[src/rtl/pulse_pacer_pkg.sv]
// Shared constants and state encoding for the pulse pacer.
package pulse_pacer_pkg;

  localparam int unsigned GAP_CNT_W = 8;

  localparam logic ST_IDLE = 1'b0;
  localparam logic ST_WAIT = 1'b1;

  typedef enum logic {
    S_IDLE = ST_IDLE,
    S_WAIT = ST_WAIT
  } state_t;

endpackage

[src/rtl/pulse_pacer.sv]
// Source-domain event pacer: accepts events at any rate, counts them in a
// saturating pending counter and re-emits them as single-cycle pulses spaced
// at least GAP clocks apart so a toggle synchronizer never misses one.
module pulse_pacer
  import pulse_pacer_pkg::*;
#(
  parameter int unsigned GAP   = 6,
  parameter int unsigned CNT_W = 4
) (
  input  logic             clk,
  input  logic             rstn,
  input  logic             evt_in,
  input  logic             ovf_clr,
  output logic             pulse_out,
  output logic [CNT_W-1:0] pending,
  output logic             overflow,
  output logic             busy
);

  localparam logic [CNT_W-1:0]     PEND_MAX = {CNT_W{1'b1}};
  localparam logic [GAP_CNT_W-1:0] GAP_LOAD = GAP_CNT_W'(GAP - 1);

  state_t               state;
  logic [GAP_CNT_W-1:0] gap_cnt;
  logic                 fire_c;
  logic                 drop_c;

  // A pulse is launched whenever the spacing window has closed and work is queued.
  assign fire_c = (state == S_IDLE) && (pending != '0);

  // An event is lost only when the counter is full and nothing drains this edge.
  assign drop_c = evt_in && !fire_c && (pending == PEND_MAX);

  assign busy = (state != S_IDLE) || (pending != '0);

  // Pacing FSM with gap counter and registered pulse output.
  always_ff @(posedge clk or negedge rstn) begin
    if (!rstn) begin
      state     <= S_IDLE;
      gap_cnt   <= '0;
      pulse_out <= 1'b0;
    end else if (state == S_IDLE) begin
      pulse_out <= fire_c;
      if (fire_c) begin
        gap_cnt <= GAP_LOAD;
        state   <= S_WAIT;
      end
    end else begin
      pulse_out <= 1'b0;
      if (gap_cnt == GAP_CNT_W'(1)) begin
        state   <= S_IDLE;
        gap_cnt <= '0;
      end else begin
        gap_cnt <= gap_cnt - GAP_CNT_W'(1);
      end
    end
  end

  // Saturating pending counter: simultaneous accept and emit cancel out.
  always_ff @(posedge clk or negedge rstn) begin
    if (!rstn) begin
      pending <= '0;
    end else if (evt_in && !fire_c) begin
      if (pending != PEND_MAX) begin
        pending <= pending + CNT_W'(1);
      end
    end else if (fire_c && !evt_in) begin
      pending <= pending - CNT_W'(1);
    end
  end

  // Sticky overflow flag; a new drop takes priority over a clear.
  always_ff @(posedge clk or negedge rstn) begin
    if (!rstn) begin
      overflow <= 1'b0;
    end else if (drop_c) begin
      overflow <= 1'b1;
    end else if (ovf_clr) begin
      overflow <= 1'b0;
    end
  end

endmodule

[config.mk]
export PLATFORM = sky130hd
export DESIGN_NAME = pulse_pacer
export DESIGN_NICKNAME = d
export VERILOG_FILES = /design/src/rtl/pulse_pacer_pkg.sv /design/src/rtl/pulse_pacer.sv
export SDC_FILE = /design/constraint.sdc
export NUM_CORES = 1
export LEC_CHECK = 0
export CAP_MARGIN = 20
export CELL_PAD_IN_SITES_DETAIL_PLACEMENT = 1
export CELL_PAD_IN_SITES_GLOBAL_PLACEMENT = 1
export CORE_AREA = 2 2 51 53
export DETAILED_ROUTE_END_ITERATION = 8
export DIE_AREA = 0 0 53 55
export PLACE_DENSITY_LB_ADDON = 0.1
export SKIP_CTS_REPAIR_TIMING = 1
export SYNTH_ARGS = -nofsm -noshare
export SYNTH_HDL_FRONTEND = slang
export SYNTH_SLANG_ARGS = --single-unit
[constraint.sdc]
create_clock -name clk -period 2 [get_ports clk]
set_input_delay 0.4 -clock clk [delete_from_list [all_inputs] [get_ports clk]]
set_output_delay 0.4 -clock clk [all_outputs]
set_load 0.05 [all_outputs]
-- Word-level counts from Yosys, hierarchy flattened
Cells that the tools add are included.
- muxes and demuxes: 12
- $add $sub $neg: 3
- bitwise logic cells: 1
- reductions and logical operators: 12
- equality and inequality tests: 4
- operators with widths (cell ; number):
    two-way mux 8 bit ; 3
    two-way mux 4 bit ; 3
    equality test 8 x 1 -> 1 bit, second input constant ; 1
    subtractor 8 x 1 -> 8 bit, second input constant ; 1
    two-way mux 1 bit ; 6
    nonzero test 2 bit ; 3
    adder 4 x 1 -> 4 bit, second input constant ; 1
    equality test 4 bit, second input constant ; 1
    logical AND 1 bit ; 4
    != test 4 bit, second input constant ; 1
    nonzero test 4 bit ; 1
    subtractor 4 x 1 -> 4 bit, second input constant ; 1
    zero test 1 bit ; 2
    != test 2 x 1 -> 1 bit, second input constant ; 1
    AND reduction 2 bit ; 1
    logical OR 1 bit ; 1
    NOT 1 bit ; 1
- bits of input ports: 4
- output and inout port bits: 7
- bits in registers: 15
- word-level logic and storage cells: 37

-- Longest topological paths before layout
Gate-level depths: netlist of the first run.
- depth in word-level cells: 6
- mapped depth: 8
- mapped depth without buffers: 8

-- Least setup slack after synthesis of the first run
No wires, ideal clock.
- path type: register to register
- from: register pending[3]
- to: register pending[3]
- data arrival time: 2.261 ns
- library setup time: 0.151 ns
- period minus slack after synthesis: 2.411 ns
- cell stages (with the launch flop): 9
- data required time: 1.849 ns
- setup slack: -0.411 ns
- path buffers: 0
- cells stage by stage: dfrtp_1 nor4_2 o21ai_0 ha_1 a21o_1 a21oi_1 xor2_1 nor2_1 xor2_1
- word-level cells in the longest chain between the ends: 6
- elaborated cells between the ends (all ways): 14
- classes of those cells: add/sub (2); eq/ne (2); mux (3); reduce/logical (7)
- RTL lines (item ; line ; text):
    from (decl) ; pulse_pacer.sv:15 ; output logic [CNT_W-1:0] pending,
    from (signal assigned) ; pulse_pacer.sv:65 ; pending <= pending + CNT_W'(1);
    from (signal assigned) ; pulse_pacer.sv:68 ; pending <= pending - CNT_W'(1);
    branches (longest 6 deep; another with subtractor 4 x 1 -> 4 bit) ; n/a ;
Parallel ways; which one is timed is not known. The select of a mux whose other input is x is not followed.
A chain may end at the register's enable or synchronous reset.

-- Worst setup path after layout of the first run
- from: register pending[1]
- to: output busy
- word-level cells in the longest chain between the ends: 2
- RTL lines (item ; line ; text):
    nonzero test 4 bit ; pulse_pacer.sv:34 ; assign busy = (state != S_IDLE) || (pending != '0);
    logical OR 1 bit ; pulse_pacer.sv:34 ;
    to (decl) ; pulse_pacer.sv:17 ; output logic busy
Every way passes these cells.

==> flow_metrics.py, run 1 <==
metrics = {
    "clock_tree": {
        "htreeDepth": 1,
        "clockRootBuffer": "clkbuf_4",
        "clockBufferDepth": 2,
        "numCtsBuffers": 3,
        "clock-sinks": 15,
        "clock_latency_ns": 0.29,
        "cts_tree": "done",
        "path_clk_slew_ns": 0.09,
    },
    "die": {
        "num_io_pins": 11,
        "fp.coreArea_um2": 2365,
        "num_rows": 18,
        "initial_core_util_pct": 35.77,
        "design.die.area_um2": 2915,
        "die_w_um": 53,
        "die_height_um": 55,
    },
    "timing": {
        "max_freq_ghz": 0.4853,
        "report.final.hold_viol_count": 0,
        "setup_ws_ns": -0.06061,
        "setup_viol": 2,
        "skew_ns": 0.009063,
        "period_needed_ns": 2.061,
        "slew_headroom_pct": 67.19,
        "max_slew.worst_pin.slew_ns": 0.4906,
        "setup_tns_ns": -0.1020,
        "period_share_pct": 103.0,
        "drv_slew": 0,
        "grt_setup_unrepaired": "true",
    },
    "critical_path": {
        "cp_slowest_cell": "dfrtp_2",
        "rr_startpoint": "pending[3]",
        "startpoint": "pending[1]",
        "r2r_slack_ns": -0.04,
        "crit_path_end_kind": "primary output",
        "rr_endpoint": "pending[3]",
        "critPathKind": "reg2out",
        "required_ns": 1.60,
        "crit_arrival_ns": 1.66,
        "worstSetupStartpointType": "flop",
        "crit_fanout": 6,
        "crit_path_max_incr_delay_ns": 0.42,
        "crit_end": "busy",
        "r2r_cells": 8,
        "path_cells": "buf_6 -> or3_4 -> nor3_4 -> inv_2 -> buf_8",
    },
    "logic_synthesis": {
        "synthMuxAreaShare_pct": 2.515,
        "syn-num-nets": 92,
        "synthSimpleGateAreaFrac_pct": 17.75,
        "synthArstFlopShare_pct": 100.0,
        "syn_area_per_cell_um2": 10.19,
        "synth_edf_count": 0,
        "synth-compound-area-share_pct": 19.08,
        "yosysUniqueCellTypes": 31,
        "synth_fa_ha_area_share_pct": 8.284,
        "yosys.area.top_type": "dfrtp_1",
        "synth_top_area_share_pct": 44.38,
        "syn_area_um2": 845.8,
        "yosysWarnings": 0,
        "synthTopCellsByArea": "dfrtp_1 (44%), ha_1 (5.9%), o21ai_0 (4.7%), nand2_1 (3.6%), xnor2_1 (3.1%)",
        "ys.flop_type": "dfrtp_1",
        "ys_seq_elements": 15,
        "synth_cells": 83,
        "ys_seq_area_share_pct": 44.38,
        "synth_top_family_by_area": "compound AO/OA/AOI/OAI gates",
        "synth-xor-area-share_pct": 5.178,
    },
    "routing": {
        "via_per_inst": 5.199,
        "drc_errors": 0,
        "wire_per_inst_um": 15.15,
        "vias": 759,
        "first_iter_violations": 3,
        "antenna_left": 0,
        "first_pass_iters": 3,
        "drt_wl_total_mm": 2.212,
    },
    "placed_design": {
        "dpl.hpwl_mm": 1.627,
        "io_buffers": 10,
        "gp_congestion": 0.6923,
        "dp.cells": 133,
        "placed_area_um2": 1069,
    },
    "outcome": {
        "violations": "negative setup slack",
        "status": "finished, violations left",
    },
    "grt": {
        "track_usage_pct": 17.76,
        "grt_pass1_wl_mm": 3.650,
        "grt_max_degree": 10,
        "grt_overflow": 0,
        "grt_pass1_vias": 761,
        "antenna_found_initial": 0,
    },
    "layout": {
        "final_nets": 126,
        "postLayoutCellArea_um2": 1194,
        "syn_to_final_growth_pct": 41.12,
        "diodes": 0,
        "final_util_pct": 50.48,
        "fin_cells": 146,
        "fillers": 269,
        "drive_gt1_share_pct": 37.07,
    },
    "flow_run": {
        "maxCapViolCount": 0,
    },
    "pwr": {
        "p_leak_uw": 0.0005245,
        "p_per_area_nw_per_um2": 1765,
        "peakVddDrop_mv": 1.141,
        "finalPower_uw": 2106,
    },
    "hold_path": {
        "hold_path_class": "in2async",
    },
}
## layer usage
layer	global-route usage [%]	routed length, um
met1	23.19	1053
met2	28.96	1090
met3	5.645	52
met4	3.846	15
met5	0	0
## cells by family after synthesis
group / count (synthesis)
AO/OA/AOI/OAI: 25
XOR/XNOR: 5
adder cells (fa/ha/maj): 5
buffers and inverters: 6
flip-flops: 15
multiplexers: 2
AND/OR/NAND/NOR: 25
## sequential cells by signal, summed over array words and instances (netlist names)
name / count
pulse_out: 1
pending: 4
state: 1
overflow: 1
gap_cnt: 8
## synthesized netlist by cell type (all sizes together) (2+ instances only)
cell type	count
or3	2
nor2	6
xnor2	3
ha	4
inv	5
o31ai	3
o21ai	11
nand2	8
dfrtp	15
xor2	2
nor3	3
a21oi	5
o22ai	3
## cells in the final DEF (no fill, tap or decap), types with 3 or more instances in the layout
cell type,n
nand2_1,8
inv_1,3
a21oi_1,4
o21ai_0,7
clkdlybuf4s50_1,5
dfrtp_1,11
nor2_1,6
o31ai_1,3
dfrtp_2,3
xnor2_1,3
buf_4,22
ha_1,3
clkbuf_4,3
## where the power goes
| part | leakage (uW) | internal, uW | switching [uW] |
|---|---|---|---|
| Sequential | 0.000181 | 442 | 104 |
| Clock | 0.0000150 | 77.4 | 97.2 |
| Combinational | 0.000328 | 623 | 762 |
| Total | 0.000525 | 1140 | 964 |
## layout make-up
class	instances	area, um2	area share [%]
repair buffers	30	252.7	21.17
flip-flops and latches	15	382.9	32.08
inverters	5	18.77	1.572
clock buffers	4	26.28	2.201
multi-input cells	62	475.5	39.83
well taps	30	37.54	3.145
## how the worst min path moves through the flow
stage | slack (ns) | endpoint | depth (start not counted)
after floorplan | 0.10 | gap_cnt[0] | 0
after CTS | 0.38 | gap_cnt[3] | 1
final | 0.37 | gap_cnt[3] | 1
after global placement | 0.50 | gap_cnt[5] | 1
after detailed placement | 0.50 | gap_cnt[5] | 1
after global routing | 0.38 | gap_cnt[3] | 1
## per-stage QoR
step / hold slack (ns) / worst slack (ns)
6_report: 0.3738 / -0.06061
5_1_grt: 0.3819 / -0.1648
4_1_cts: 0.3822 / -0.1273
3_5_place_dp: 0.5006 / -0.1346
3_3_place_gp: 0.4969 / -0.04801
2_1_floorplan: 0.1044 / -0.06497
## critical path, delay by kind of cell, from the launching register on
family | cells | cell delay, ns
flip-flops | 1 | 0.42
AND/OR/NAND/NOR | 2 | 0.60
buffers and inverters | 3 | 0.37
No activity file was read; power rests on OpenSTA's default activity.
==> run 2, diff against run 1 <==
--- a/config.mk
+++ b/config.mk
@@ -9,6 +9,7 @@
 export CELL_PAD_IN_SITES_DETAIL_PLACEMENT = 1
 export CELL_PAD_IN_SITES_GLOBAL_PLACEMENT = 1
 export CORE_AREA = 2 2 51 53
+export CTS_CLUSTER_DIAMETER = 80
 export DETAILED_ROUTE_END_ITERATION = 8
 export DIE_AREA = 0 0 53 55
 export PLACE_DENSITY_LB_ADDON = 0.1
@@ -16,3 +17,4 @@
 export SYNTH_ARGS = -nofsm -noshare
 export SYNTH_HDL_FRONTEND = slang
 export SYNTH_SLANG_ARGS = --single-unit
+export TNS_END_PERCENT = 20
==> constraint.sdc (replaced) <==
create_clock -name clk -period 1.75 [get_ports clk]
set_input_delay 0.35 -clock clk [delete_from_list [all_inputs] [get_ports clk]]
set_output_delay 0.35 -clock clk [all_outputs]
set_load 0.05 [all_outputs]
==> run 2 against run 1 <==
Setup slack lost 0.23 ns. Die area is the same. The run still ends with negative setup slack left. Cell count shrank 0.68%. Critical path type unchanged. Via count shrank 4.6%.
==> flow_metrics.py, run 2 (synthesis gave the netlist of run 1 again) <==
metrics = {
    "pwr": {
        "p_per_area_nw_per_um2": 2022,
        "p_leak_uw": 0.0005254,
        "peakVddDrop_mv": 1.253,
    },
    "layout": {
        "largestRegisters": "gap_cnt: 8 flops, pending: 4 flops",
        "final_util_pct": 50.79,
        "layout_common_cells": "buf_4 (22), dfrtp_1 (11), nand2_1 (8)",
        "drive_gt1_share_pct": 41.74,
        "syn_to_final_growth_pct": 42.01,
        "largest_reg_flops": 8,
        "postLayoutCellArea_um2": 1201,
        "top_register": "gap_cnt",
        "final_nets": 125,
        "final_common_cell": "buf_4",
        "diodes": 0,
    },
    "grt": {
        "track_usage_pct": 16.69,
        "grt_overflow": 0,
        "grt_pass1_wl_mm": 3.367,
        "antenna_found_initial": 0,
        "grt_pass1_vias": 711,
        "grt_max_degree": 16,
    },
    "clock_tree": {
        "clockRootBuffer": "clkbuf_4",
        "clockBufferDepth": 2,
        "clock-sinks": 15,
        "htreeDepth": 1,
        "path_clk_slew_ns": 0.11,
        "numCtsBuffers": 3,
        "clock_latency_ns": 0.30,
        "cts_tree": "done",
    },
    "placed_design": {
        "dpl.hpwl_mm": 1.547,
        "placed_area_um2": 1086,
        "io_buffers": 10,
        "dp_slack_ns": -0.3895,
        "gp_congestion": 0.7172,
    },
    "timing": {
        "report.final.hold_viol_count": 0,
        "skew_ns": 0.007038,
        "period_share_pct": 116.6,
        "setup_viol": 3,
        "period_needed_ns": 2.040,
        "setup_ws_ns": -0.2900,
        "max_freq_ghz": 0.4902,
        "max_slew.worst_pin.slew_ns": 0.4750,
        "drv_slew": 0,
        "setup_tns_ns": -0.6749,
        "slew_headroom_pct": 68.09,
        "grt_setup_unrepaired": "true",
    },
    "die": {
        "initial_core_util_pct": 35.77,
        "fp.coreArea_um2": 2365,
        "die_height_um": 55,
        "num_rows": 18,
        "design.die.area_um2": 2915,
        "num_io_pins": 11,
        "die_w_um": 53,
    },
    "routing": {
        "drc_errors": 0,
        "first_pass_iters": 3,
        "vias": 724,
        "first_iter_violations": 4,
        "drt_wl_total_mm": 2.109,
        "via_per_inst": 4.993,
        "wire_per_inst_um": 14.54,
        "antenna_left": 0,
    },
    "outcome": {
        "status": "finished, violations left",
        "violations": "negative setup slack",
    },
    "critical_path": {
        "rr_endpoint": "pending[3]",
        "rr_startpoint": "pending[3]",
        "worstSetupStartpointType": "flop",
        "crit_fanout": 3,
        "crit_path_end_kind": "primary output",
        "required_ns": 1.40,
        "crit_arrival_ns": 1.69,
        "r2r_slack_ns": -0.28,
        "critPathKind": "reg2out",
        "r2r_cells": 8,
    },
    "hold_path": {
        "hold_path_class": "in2async",
    },
    "flow_run": {
        "maxCapViolCount": 0,
    },
}
-- run 2: power by group --
group	leakage, uW	switching [uW]	internal [uW]
clock network	0.0000139	135	87.1
registers	0.000181	140	505
logic	0.000330	845	717
-- run 2: worst max-delay path by stage --
stage / cells past startpoint / slack, ns / start / endpoint
floorplan: 8 / -0.31 / pending[0] / pending[3]
global placement: 8 / -0.32 / evt_in / pending[3]
detailed placement: 8 / -0.39 / evt_in / pending[3]
CTS: 5 / -0.33 / pending[0] / busy
global route: 8 / -0.38 / pending[3] / pending[3]
finish: 5 / -0.29 / pending[2] / busy
-- run 2: worst max-delay path: stages, from the launching register on --
cell	delay (ns)
dfrtp_2	0.44
buf_6	0.13
or3_4	0.40
nor3_4	0.21
inv_2	0.07
buf_8	0.15
-- run 2: metal layers --
metal | vias up | wire length (um) | global-route usage, %
met5 | - | 0 | 0
met4 | 0 | 44 | 10.26
met3 | 4 | 51 | 2.419
met2 | 8 | 1002 | 25.62
met1 | 354 | 1011 | 22.24
li1 | 358 | - | -
-- run 2: metrics by stage --
stage / hold slack [ns] / cells / total power (uW)
2_1_floorplan: 0.05441 / 83 / 1536
3_3_place_gp: 0.5016 / 136 / 1984
3_5_place_dp: 0.5046 / 136 / 2018
4_1_cts: 0.3604 / 140 / 2252
5_1_grt: 0.3610 / 145 / 2642
6_report: 0.3546 / 145 / 2429
-- run 2: area by class of cell --
class,count,area [um2]
Fill cell,277,1164
Multi-Input combinational cell,62,488.0
Sequential cell,15,382.9
Timing Repair Buffer,29,244.0
Tap cell,30,37.54
Clock buffer,3,22.52
Inverter,5,18.77
Clock inverter,1,7.507
==> run 3, diff against run 2 <==
--- a/config.mk
+++ b/config.mk
@@ -12,6 +12,7 @@
 export CTS_CLUSTER_DIAMETER = 80
 export DETAILED_ROUTE_END_ITERATION = 8
 export DIE_AREA = 0 0 53 55
+export HOLD_SLACK_MARGIN = 0.02
 export PLACE_DENSITY_LB_ADDON = 0.1
 export SKIP_CTS_REPAIR_TIMING = 1
 export SYNTH_ARGS = -nofsm -noshare
==> results of run 3 <==
No change in the layout: final DEF, timing and power equal those of run 2.
